==> src/rtl/i2c_pkg.sv <==
// Shared I2C definitions: master FSM states and the sensor address agreed with the slave.
package i2c_pkg;

    typedef enum logic [2:0] {
        IDLE,
        START,
        ADDR,
        ADDR_ACK,
        READ,
        MACK,
        STOP,
        DONE
    } i2c_state_t;

    localparam logic [6:0] I2C_SENSOR_ADDR = 7'h64;
    localparam logic       I2C_RD_BIT      = 1'b1;

endpackage

==> src/rtl/i2c_qtick.sv <==
// Quarter-period tick generator: qtick every CLK_DIV clocks plus a 2-bit quarter index.
// Zero latency combinational tick; no backpressure, cleared on transaction accept.
module i2c_qtick #(
    parameter int CLK_DIV = 4
) (
    input  logic       clk,
    input  logic       rst,
    input  logic       i_clr,
    output logic       o_qtick,
    output logic [1:0] o_quarter
);
    localparam int CW = $clog2(CLK_DIV);

    logic [CW-1:0] r_cnt;
    logic [1:0]    r_quarter;

    assign o_qtick   = (r_cnt == CW'(CLK_DIV - 1));
    assign o_quarter = r_quarter;

    always_ff @(posedge clk) begin
        if (rst || i_clr) begin
            r_cnt     <= '0;
            r_quarter <= 2'd0;
        end else if (o_qtick) begin
            r_cnt     <= '0;
            r_quarter <= r_quarter + 2'd1;
        end else begin
            r_cnt <= r_cnt + CW'(1);
        end
    end

endmodule

==> src/rtl/i2c_master_reader.sv <==
// Single-shot I2C master reading the 3-byte sensor record; done after 152*CLK_DIV+2 clks.
// No backpressure: start is accepted only in IDLE, no clock stretching or arbitration.
module i2c_master_reader
    import i2c_pkg::*;
#(
    parameter int         CLK_DIV    = 4,
    parameter logic [6:0] SLAVE_ADDR = I2C_SENSOR_ADDR,
    parameter int         NUM_BYTES  = 3
) (
    input  logic       clk,
    input  logic       rst,
    input  logic       start,
    input  logic       sda_in,
    output logic       scl_oe,
    output logic       sda_oe,
    output logic       busy,
    output logic       done,
    output logic       valid,
    output logic       nack_err,
    output logic [7:0] x_pos,
    output logic [7:0] y_pos,
    output logic [7:0] status
);
    localparam logic [1:0] LAST_IDX  = 2'(NUM_BYTES - 1);
    localparam logic [7:0] ADDR_BYTE = {SLAVE_ADDR, I2C_RD_BIT};

    i2c_state_t r_state;
    logic [2:0] r_bit;
    logic [1:0] r_byte_idx;
    logic [7:0] r_shreg;
    logic [7:0] r_byte0;
    logic [7:0] r_byte1;
    logic [7:0] r_byte2;
    logic       r_nack;
    logic       r_sda_s1;
    logic       r_sda_s2;

    logic       w_qtick;
    logic [1:0] w_quarter;
    logic       w_accept;
    logic       w_sample;
    logic       w_slot_end;
    logic       w_scl_low;
    logic       w_sda_low;

    assign w_accept   = (r_state == IDLE) && start;
    assign w_sample   = w_qtick && (w_quarter == 2'd2);
    assign w_slot_end = w_qtick && (w_quarter == 2'd3);

    i2c_qtick #(.CLK_DIV(CLK_DIV)) u_qtick (
        .clk      (clk),
        .rst      (rst),
        .i_clr    (w_accept),
        .o_qtick  (w_qtick),
        .o_quarter(w_quarter)
    );

    // Line levels for the current quarter; registered below, so the bus trails the FSM by one clk.
    always_comb begin
        w_scl_low = 1'b0;
        w_sda_low = 1'b0;
        case (r_state)
            START: w_sda_low = w_quarter[1];
            ADDR: begin
                w_scl_low = ~w_quarter[1];
                w_sda_low = ~ADDR_BYTE[3'd7 - r_bit];
            end
            ADDR_ACK, READ: w_scl_low = ~w_quarter[1];
            MACK: begin
                w_scl_low = ~w_quarter[1];
                w_sda_low = (r_byte_idx != LAST_IDX);
            end
            STOP: begin
                w_scl_low = (w_quarter == 2'd0);
                w_sda_low = ~w_quarter[1];
            end
            default: ;
        endcase
    end

    always_ff @(posedge clk) begin
        if (rst) begin
            r_state    <= IDLE;
            r_bit      <= 3'd0;
            r_byte_idx <= 2'd0;
            r_shreg    <= 8'h00;
            r_byte0    <= 8'h00;
            r_byte1    <= 8'h00;
            r_byte2    <= 8'h00;
            r_nack     <= 1'b0;
            r_sda_s1   <= 1'b1;
            r_sda_s2   <= 1'b1;
            scl_oe     <= 1'b0;
            sda_oe     <= 1'b0;
            busy       <= 1'b0;
            done       <= 1'b0;
            valid      <= 1'b0;
            nack_err   <= 1'b0;
            x_pos      <= 8'h00;
            y_pos      <= 8'h00;
            status     <= 8'h00;
        end else begin
            r_sda_s1 <= sda_in;
            r_sda_s2 <= r_sda_s1;
            scl_oe   <= w_scl_low;
            sda_oe   <= w_sda_low;
            done     <= 1'b0;
            valid    <= 1'b0;
            nack_err <= 1'b0;
            case (r_state)
                IDLE: if (start) begin
                    r_state <= START;
                    busy    <= 1'b1;
                    r_nack  <= 1'b0;
                end
                START: if (w_slot_end) begin
                    r_state <= ADDR;
                    r_bit   <= 3'd0;
                end
                ADDR: if (w_slot_end) begin
                    if (r_bit == 3'd7) r_state <= ADDR_ACK;
                    r_bit <= r_bit + 3'd1;
                end
                ADDR_ACK: begin
                    if (w_sample) r_nack <= r_sda_s2;
                    if (w_slot_end) begin
                        r_state    <= r_nack ? STOP : READ;
                        r_byte_idx <= 2'd0;
                    end
                end
                READ: begin
                    if (w_sample) r_shreg <= {r_shreg[6:0], r_sda_s2};
                    if (w_slot_end) begin
                        if (r_bit == 3'd7) r_state <= MACK;
                        r_bit <= r_bit + 3'd1;
                    end
                end
                MACK: if (w_slot_end) begin
                    case (r_byte_idx)
                        2'd0:    r_byte0 <= r_shreg;
                        2'd1:    r_byte1 <= r_shreg;
                        default: r_byte2 <= r_shreg;
                    endcase
                    r_byte_idx <= r_byte_idx + 2'd1;
                    r_state    <= (r_byte_idx == LAST_IDX) ? STOP : READ;
                end
                STOP: if (w_slot_end) r_state <= DONE;
                DONE: begin
                    done    <= 1'b1;
                    busy    <= 1'b0;
                    r_state <= IDLE;
                    if (r_nack) begin
                        nack_err <= 1'b1;
                    end else begin
                        valid  <= 1'b1;
                        x_pos  <= r_byte0;
                        y_pos  <= r_byte1;
                        status <= r_byte2;
                    end
                end
                default: r_state <= IDLE;
            endcase
        end
    end

endmodule

==> config.mk <==
export PLATFORM = sky130hd
export DESIGN_NAME = i2c_master_reader
export DESIGN_NICKNAME = d
export VERILOG_FILES = /design/src/rtl/i2c_pkg.sv /design/src/rtl/i2c_qtick.sv /design/src/rtl/i2c_master_reader.sv
export SDC_FILE = /design/constraint.sdc
export NUM_CORES = 1
export LEC_CHECK = 0
export ABC_AREA = 1
export CAP_MARGIN = 20
export CORE_ASPECT_RATIO = 0.5
export CORE_MARGIN = 2
export CORE_UTILIZATION = 30
export CTS_BUF_LIST = sky130_fd_sc_hd__clkbuf_8
export DETAILED_ROUTE_END_ITERATION = 12
export GPL_ROUTABILITY_DRIVEN = 0
export GPL_TIMING_DRIVEN = 1
export SYNTH_ARGS = -nofsm -noshare
export SYNTH_HDL_FRONTEND = slang
export SYNTH_HIERARCHICAL = 1
export SYNTH_SLANG_ARGS = --single-unit
==> constraint.sdc <==
create_clock -name clk -period 2.15 [get_ports clk]
set_clock_uncertainty 0.15 [all_clocks]
set_input_delay 0.645 -clock clk [delete_from_list [all_inputs] [get_ports clk]]
set_output_delay 0.645 -clock clk [all_outputs]
set_load 0.02 [all_outputs]
==> impl_metrics.json, run 1 <==
{
  "layout_commonest_cell": "nor2_1",
  "setup_tns_ps": 0,
  "first_global_vias": 2213,
  "firstDrtPassIters": 4,
  "io_pins": 34,
  "yosysSeqAreaShare_pct": 50.2,
  "cts_inserted_buffers": 9,
  "rsz0062_at_grt": "false",
  "crit_fanout": 2,
  "cp_slowest_cell": "clkdlybuf4s50_1",
  "routed_wl_um": 6380,
  "synthDistinctLibCells": 26,
  "outcome": "complete, no violations",
  "power_switching_uw": 734,
  "post-route-period-util_pct": 96.8,
  "period_needed_ps": 2080,
  "required_ps": 1350,
  "gr-usage-all-layers_pct": 11.9,
  "fin_cells": 560,
  "root_buffer": "clkbuf_8",
  "wire_per_inst_um": 11.4,
  "fmaxAchievable_mhz": 481,
  "port_buffers": 33,
  "p_int_mw": 2.08,
  "power.density_nw_per_um2": 754,
  "clkPwrFrac_pct": 38.2,
  "antenna_found_initial": 0,
  "power.switching_fraction_pct": 26.1,
  "ys_ff_latch": 77,
  "areaGrowthSynthToFinish_pct": 21.6,
  "avgSynthCellArea_sq_um": 8.04,
  "die-area_sq_um": 11100,
  "setup_viol": 0,
  "p_seq_share_pct": 53.7,
  "vias": 2507,
  "crit_type": "flop to output port",
  "arrival_ps": 1290,
  "hpwl_um": 4450,
  "power_leakage_nw": 1.66,
  "path_buf_inv": 1,
  "syn_area_sq_um": 3070,
  "clk_pin_slew_worst_paths_ps": 80,
  "via_per_inst": 4.48,
  "worstMarginPinSlew_ps": 523,
  "initial_utilization_pct": 30.4,
  "clk_latency_ps": 340,
  "hold_violations": 0,
  "die_h_um": 75.5,
  "cts_tree": "built",
  "combPwrFrac_pct": 8.1,
  "drt_drc_violations_left": 0,
  "synth_top_area_share_pct": 50.2,
  "htree_levels": 3,
  "final_cell_mix": "78 x nor2_1, 77 x dfxtp_1, 40 x nand2_1",
  "initialDrtViolationCount": 225,
  "grt_pass1_wl_um": 10400,
  "crit_chain": "clkdlybuf4s50_1",
  "end_kind": "output port",
  "fp.dieW_um": 147,
  "grt-ovfl-total": 0,
  "synth_edf_count": 0,
  "ys_warn_count": 6,
  "dp.cells": 544,
  "cp-start-kind": "flop",
  "hold_class": "flop to flop",
  "critPathMaxStageDelay_ps": 610,
  "antenna_cells": 0,
  "cts_sinks": 77,
  "synthArstFlopShare_pct": 0,
  "synth_ff_type": "dfxtp_1",
  "slew_headroom_pct": 65.0,
  "nNetsFinal": 426,
  "postCtsHoldBufs": 0,
  "cap_viol_max_count": 0,
  "synthTopCellsByArea": "dfxtp_1 50%, nor2_1 9.5%, o21ai_0 6.0%, a21oi_1 5.2%, nand2_1 4.9%",
  "synth_fp_nets": 393,
  "drive_above_1_share_pct": 10.2,
  "slew_violations": 0,
  "core_sq_um": 10100,
  "critical_path.top_delay_family": "buffers and inverters",
  "peakVddDrop_v": 0.000352,
  "synth_largest_area_cell": "dfxtp_1",
  "num_rows": 26,
  "ant_nets": 0,
  "synthCells": 382,
  "cts_buffer_depth": 2,
  "grt_max_degree": 53
}
==> sequential cells by signal, indices dropped and copies added (netlist names) <==
register	flops
r_sda_s2	1
u_qtick/o_quarter	2
x_pos	8
r_shreg	8
busy	1
r_nack	1
valid	1
r_bit	3
sda_oe	1
r_byte_idx	2
r_sda_s1	1
r_state	3
r_byte2	8
done	1
u_qtick/r_cnt	2
scl_oe	1
nack_err	1
y_pos	8
r_byte0	8
r_byte1	8
status	8
==> cells by family after synthesis <==
group                    share of synthesized area [%]
flip-flops                                        50.2
AO/OA/AOI/OAI                                     16.1
buffers and inverters                             7.70
AND/OR/NAND/NOR                                   23.1
adder cells (fa/ha/maj)                           2.85
==> per-stage QoR <==
stage	setup slack (ps)	instance area, sq um	total power, mW	hold WS [ps]	utilization [%]
after detailed placement	229	3510	1.77	258	34.8
after global placement	270	3510	1.77	244	34.8
after global routing	3.29	3730	2.94	295	37.0
after CTS	5.31	3710	2.86	278	36.8
after floorplan	619	3070	1.72	239	-
final	69.2	3730	2.82	274	37.0
==> area by class of cell <==
type                    count  area (sq um)
well taps                 140           175
clock buffers               9           124
multi-input cells         259          1290
repair buffers             39           413
fillers                  1082          6350
inverters                  29           111
clock inverters             7          75.1
flip-flops and latches     77          1540
==> worst reg2reg max path, stage by stage (launching register included) <==
cell	delay (ps)
dfxtp_1	360
ha_1	230
nand3_1	190
nor2_4	260
nand2_2	210
o21ai_0	200
a21oi_1	60
==> cell usage after synthesis, drive strengths merged (3+ instances only) <==
| cell type | n |
|---|---|
| nor2 | 83 |
| dfxtp | 77 |
| o21ai | 51 |
| nand2 | 44 |
| a21oi | 38 |
| inv | 29 |
| nand3 | 27 |
| buf | 10 |
| clkbuf | 7 |
| ha | 7 |
| nor3 | 3 |
==> routing by layer <==
metal | vias to the layer above | part of all wire (%) | global-route usage (%)
li1 | 1321 | - | -
met1 | 1141 | 49 | 15.3
met2 | 38 | 45 | 19.1
met3 | 7 | 4.5 | 4.49
met4 | 0 | 1.2 | 3.85
met5 | - | 0 | 0
==> power by group through the flow <==
stage,Clock (mW),Sequential (mW),Combinational (mW)
final,1.07,1.51,0.229
after global routing,1.17,1.52,0.260
after CTS,1.11,1.51,0.231
after detailed placement,0,1.54,0.230
after global placement,0,1.54,0.228
after floorplan,0,1.52,0.198
==> path summary, 6_finish.rpt <==
check	from	end	slack, ps	cells after the start
worst max-delay path	x_pos[4]	x_pos[4]	70	1
worst min-delay path	r_sda_s1	r_sda_s2	270	1
worst max register to register	u_qtick/r_cnt[0]	r_byte0[4]	370	6
worst min register to register	r_sda_s1	r_sda_s2	270	1
==> timing repair <==
item                                    4_1_cts  5_1_grt
endpoints found under the setup margin        0       10
gates resized for setup                       0       10
buffers inserted                              0        0
(Power assumes the default switching activity.)
==> inputs of run 2 (changes only) <==
CORE_UTILIZATION = 50   (was 30)
PLACE_DENSITY = 0.72   (was unset)
==> run 2 against run 1 <==
- routed wire length down 3.0%
- global-route usage increased by 8.3 points
- sequential share of layout area up 1.4 points
- total power shrank 5.2%
- critical path depth unchanged
- critical endpoint is now status[2]
==> impl_metrics.json, run 2 (synthesis results as in run 1) <==
{
  "setup_tns_ps": 0,
  "hold_violations": 0,
  "gr-usage-all-layers_pct": 20.3,
  "drive_above_1_share_pct": 9.57,
  "setup_viol": 0,
  "via_per_inst": 5.12,
  "cp-start-kind": "flop",
  "post_cts_buffers": 0,
  "worstMarginPinSlew_ps": 525,
  "crit_fanout": 2,
  "antenna_cells": 0,
  "hpwl_um": 4350,
  "first_global_vias": 2323,
  "io_pins": 34,
  "grt-ovfl-total": 0,
  "p_int_mw": 1.98,
  "root_buffer": "clkbuf_8",
  "num_rows": 20,
  "firstDrtPassIters": 5,
  "cts_buffer_depth": 2,
  "clk_latency_ps": 350,
  "core_sq_um": 6010,
  "fin_hold_ws_ps": 267,
  "crit_chain": "clkdlybuf4s50_1",
  "vias": 2532,
  "areaGrowthSynthToFinish_pct": 17.6,
  "p_seq_share_pct": 56.6,
  "nNetsFinal": 425,
  "slew_headroom_pct": 64.9,
  "hold_class": "flop to flop",
  "htree_levels": 3,
  "power.switching_fraction_pct": 25.9,
  "outcome": "complete, no violations",
  "cts_sinks": 77,
  "power_leakage_nw": 1.52,
  "fp.dieW_um": 115,
  "fmaxAchievable_mhz": 476,
  "path_buf_inv": 1,
  "routed_wl_um": 6190,
  "critPathMaxStageDelay_ps": 610,
  "critical_path.top_delay_family": "buffers and inverters",
  "initialDrtViolationCount": 182,
  "rsz0062_at_grt": "false",
  "post-route-period-util_pct": 97.7,
  "postCtsHoldBufs": 0,
  "slew_violations": 0,
  "final_cell_mix": "78 x nor2_1, 77 x dfxtp_1, 40 x nand2_1",
  "cap_viol_max_count": 0,
  "initial_utilization_pct": 51.1,
  "clk_pin_slew_worst_paths_ps": 70,
  "power_switching_uw": 691,
  "holdPathEnd": "r_sda_s2",
  "r2r_cells": 6,
  "p_total_mw": 2.67,
  "required_ps": 1350,
  "die-area_sq_um": 6820,
  "crit_type": "flop to output port",
  "r2r-start": "u_qtick/r_cnt[0]",
  "period_needed_ps": 2100,
  "antenna_found_initial": 0,
  "grt_max_degree": 53,
  "die_h_um": 59.4,
  "cp_slowest_cell": "clkdlybuf4s50_1",
  "power.density_nw_per_um2": 740,
  "cts_tree": "built",
  "ant_nets": 0,
  "combPwrFrac_pct": 8.6,
  "clkPwrFrac_pct": 34.9,
  "hp-start": "r_sda_s1",
  "regToRegEndpoint": "r_byte0[4]",
  "holdPathStages": 1,
  "grt_pass1_wl_um": 10400,
  "end_kind": "output port",
  "drt_drc_violations_left": 0,
  "fillCellCount": 526,
  "layout_commonest_cell": "nor2_1",
  "port_buffers": 33,
  "arrival_ps": 1300,
  "peakVddDrop_v": 0.000415,
  "wire_per_inst_um": 12.5,
  "cts_inserted_buffers": 9,
  "ff2ff_setup_slack_ps": 360,
  "cts_resized": 0
}
==> run 2: changes by cell type in the layout (fill, tap and decap cells not counted), moves of 2 or more <==
cell / before / now
buf_4: 5 / 3
clkdlybuf4s50_1: 23 / 30
clkinv_4: 2 / 0
dlymetal6s2s_1: 10 / 3
==> run 2: how the worst max path moves through the flow <==
stage | startpoint | endpoint | slack, ps | cells past startpoint
floorplan | u_qtick/r_cnt[0] | r_byte0[5] | 620 | 7
global placement | start | r_state[0] | 300 | 6
detailed placement | rst | r_bit[0] | 210 | 5
CTS | x_pos[4] | x_pos[4] | 30 | 1
global route | busy | busy | 1 | 1
finish | status[2] | status[2] | 50 | 1
==> run 2: layout make-up <==
type | count | area, sq um | area share, %
clock buffers | 10 | 138 | 3.81
clock inverters | 5 | 30.0 | 0.832
inverters | 29 | 111 | 3.08
multi-input cells | 259 | 1290 | 35.8
flip-flops and latches | 77 | 1540 | 42.7
well taps | 77 | 96.3 | 2.67
repair buffers | 38 | 400 | 11.1
==> run 2: metrics by stage <==
stage,instances,worst slack (ps),utilization [%],cell area (sq um)
after floorplan,382,619,-,3070
after global placement,480,303,57.2,3430
after detailed placement,480,210,57.2,3430
after CTS,495,26.5,60.0,3600
after global routing,495,1.37,60.1,3610
final,495,50.1,60.1,3610
==> run 2: per-layer routing <==
metal / global-route usage (%) / vias up / share of wire, %
li1: - / 1312 / -
met1: 24.2 / 1155 / 47
met2: 33.4 / 59 / 46
met3: 7.98 / 6 / 5.8
met4: 8.26 / 0 / 0.84
met5: 0 / - / 0
==> run 2: power by group through the flow <==
| stage | clock network (mW) | logic, mW | registers (mW) |
|---|---|---|---|
| after floorplan | 0 | 0.198 | 1.52 |
| after detailed placement | 0 | 0.228 | 1.54 |
| after CTS | 0.964 | 0.229 | 1.51 |
| final | 0.931 | 0.229 | 1.51 |
| after global routing | 1.03 | 0.262 | 1.52 |
| after global placement | 0 | 0.220 | 1.54 |
==> inputs of run 3 (changes only) <==
CELL_PAD_IN_SITES_DETAIL_PLACEMENT = 1   (was unset)
CELL_PAD_IN_SITES_GLOBAL_PLACEMENT = 1   (was unset)
CORE_UTILIZATION = 43   (was 50)
PLACE_DENSITY = unset   (was 0.72)
PLACE_DENSITY_LB_ADDON = 0.1   (was unset)
==> run 3 against run 2 <==
- clock power decreased by 2.9%
- utilization fell by 6.8 points
- first-iteration DRC count decreased by 47%
- sequential share of layout area down 0.22 points
- flip-flop and latch count is the same
- die area rose by 15%
- final area increased by 0.52%
- global-route usage is 0.41 points higher
- worst setup slack gained 7.9 ps
- critical path type unchanged
==> impl_metrics.json, run 3 (synthesis results as in run 1) <==
{
  "layout_commonest_cell": "nor2_1",
  "root_buffer": "clkbuf_8",
  "outcome": "complete, no violations",
  "cts_inserted_buffers": 9,
  "path_buf_inv": 1,
  "wire_per_inst_um": 14.0,
  "post_cts_buffers": 0,
  "fmaxAchievable_mhz": 478,
  "cts_tree": "built",
  "routed_wl_um": 7180,
  "postCtsHoldBufs": 0,
  "arrival_ps": 1300,
  "die_h_um": 63.8,
  "drive_above_1_share_pct": 9.79,
  "num_rows": 21,
  "nNetsFinal": 426,
  "clk_latency_ps": 350,
  "crit_fanout": 2,
  "crit_chain": "clkdlybuf4s50_1",
  "power.density_nw_per_um2": 731,
  "vias": 2611,
  "cts_buffer_depth": 2,
  "crit_type": "flop to output port",
  "grt-ovfl-total": 0,
  "initial_utilization_pct": 45.1,
  "clk_pin_slew_worst_paths_ps": 70,
  "power_leakage_nw": 1.64,
  "final_core_utilization_pct": 53.3,
  "grt_pass1_wl_um": 12500,
  "io_pins": 34,
  "r2r_cells": 6,
  "p_total_mw": 2.65,
  "final_cell_mix": "78 x nor2_1, 77 x dfxtp_1, 40 x nand2_1",
  "fp.dieW_um": 124,
  "regToRegEndpoint": "r_byte0[3]",
  "initialDrtViolationCount": 96,
  "holdPathEnd": "r_sda_s2",
  "setup_viol": 0,
  "slew_violations": 0,
  "via_per_inst": 5.11,
  "gr-usage-all-layers_pct": 20.7,
  "antenna_found_initial": 0,
  "ant_nets": 0,
  "peakVddDrop_v": 0.000478,
  "die-area_sq_um": 7870,
  "port_buffers": 33,
  "critical_path.top_delay_family": "buffers and inverters",
  "rsz0062_at_grt": "false",
  "first_global_vias": 2663,
  "firstDrtPassIters": 4,
  "worstMarginPinSlew_ps": 632,
  "cts_sinks": 77,
  "cap_viol_max_count": 0,
  "drt_drc_violations_left": 0,
  "required_ps": 1350,
  "htree_levels": 3,
  "hpwl_um": 5110,
  "ff2ff_setup_slack_ps": 290,
  "hp-start": "r_sda_s1",
  "critPathMaxStageDelay_ps": 600,
  "hold_violations": 0,
  "areaGrowthSynthToFinish_pct": 18.2,
  "post-route-period-util_pct": 97.3,
  "end_kind": "output port",
  "hold_class": "flop to flop",
  "slew_headroom_pct": 57.7,
  "cp_slowest_cell": "clkdlybuf4s50_1",
  "antenna_cells": 0,
  "core_sq_um": 6810,
  "setup_tns_ps": 0,
  "period_needed_ps": 2090,
  "cts_resized": 0,
  "grt_max_degree": 53,
  "holdPathStages": 1,
  "cp-start-kind": "flop",
  "r2r-start": "u_qtick/r_cnt[0]"
}
run 3: routing by layer:
layer	global-route usage [%]	share of wire, %
met1	26.5	49
met2	33.2	45
met3	7.32	4.7
met4	5.40	0.99
met5	0	0
run 3: how the worst max path moves through the flow:
| stage | from | depth (start not counted) | to | slack (ps) |
|---|---|---|---|---|
| final | x_pos[7] | 1 | x_pos[7] | 60 |
| after detailed placement | start | 6 | r_state[0] | 230 |
| after global placement | rst | 5 | u_qtick/r_cnt[1] | 300 |
| after CTS | status[1] | 1 | status[1] | 4 |
| after global routing | x_pos[4] | 1 | x_pos[4] | 3 |
| after floorplan | u_qtick/r_cnt[0] | 7 | r_byte0[5] | 620 |
run 3: area by class of cell:
cell class / count / area (sq um)
Inverter: 29 / 111
Tap cell: 92 / 115
Clock inverter: 6 / 33.8
Clock buffer: 9 / 124
Timing Repair Buffer: 39 / 410
Multi-Input combinational cell: 259 / 1290
Sequential cell: 77 / 1540
Fill cell: 840 / 3180
run 3: through the flow:
stage          cell area (sq um)  setup WS, ps  cells  hold WS, ps
6_report                    3630          58.0    511          264
5_1_grt                     3630          3.32    511          277
4_1_cts                     3610          4.05    511          268
3_5_place_dp                3450           232    496          249
3_3_place_gp                3450           298    496          245
2_1_floorplan               3070           619    382          239
run 3: where the power goes:
| group | switching (mW) | total [mW] | internal (mW) |
|---|---|---|---|
| Sequential | 0.0544 | 1.51 | 1.46 |
| Clock | 0.503 | 0.904 | 0.401 |
| Combinational | 0.149 | 0.236 | 0.0875 |
| Total | 0.706 | 2.65 | 1.95 |
run 3: worst reg2reg max path, cell delays in order (launching register included):
cell and delay [ps]:
dfxtp_1 370, ha_1 250, nand3_1 230, nor2_4 250, nand2_2 210, o21ai_0 230, a21oi_1 60
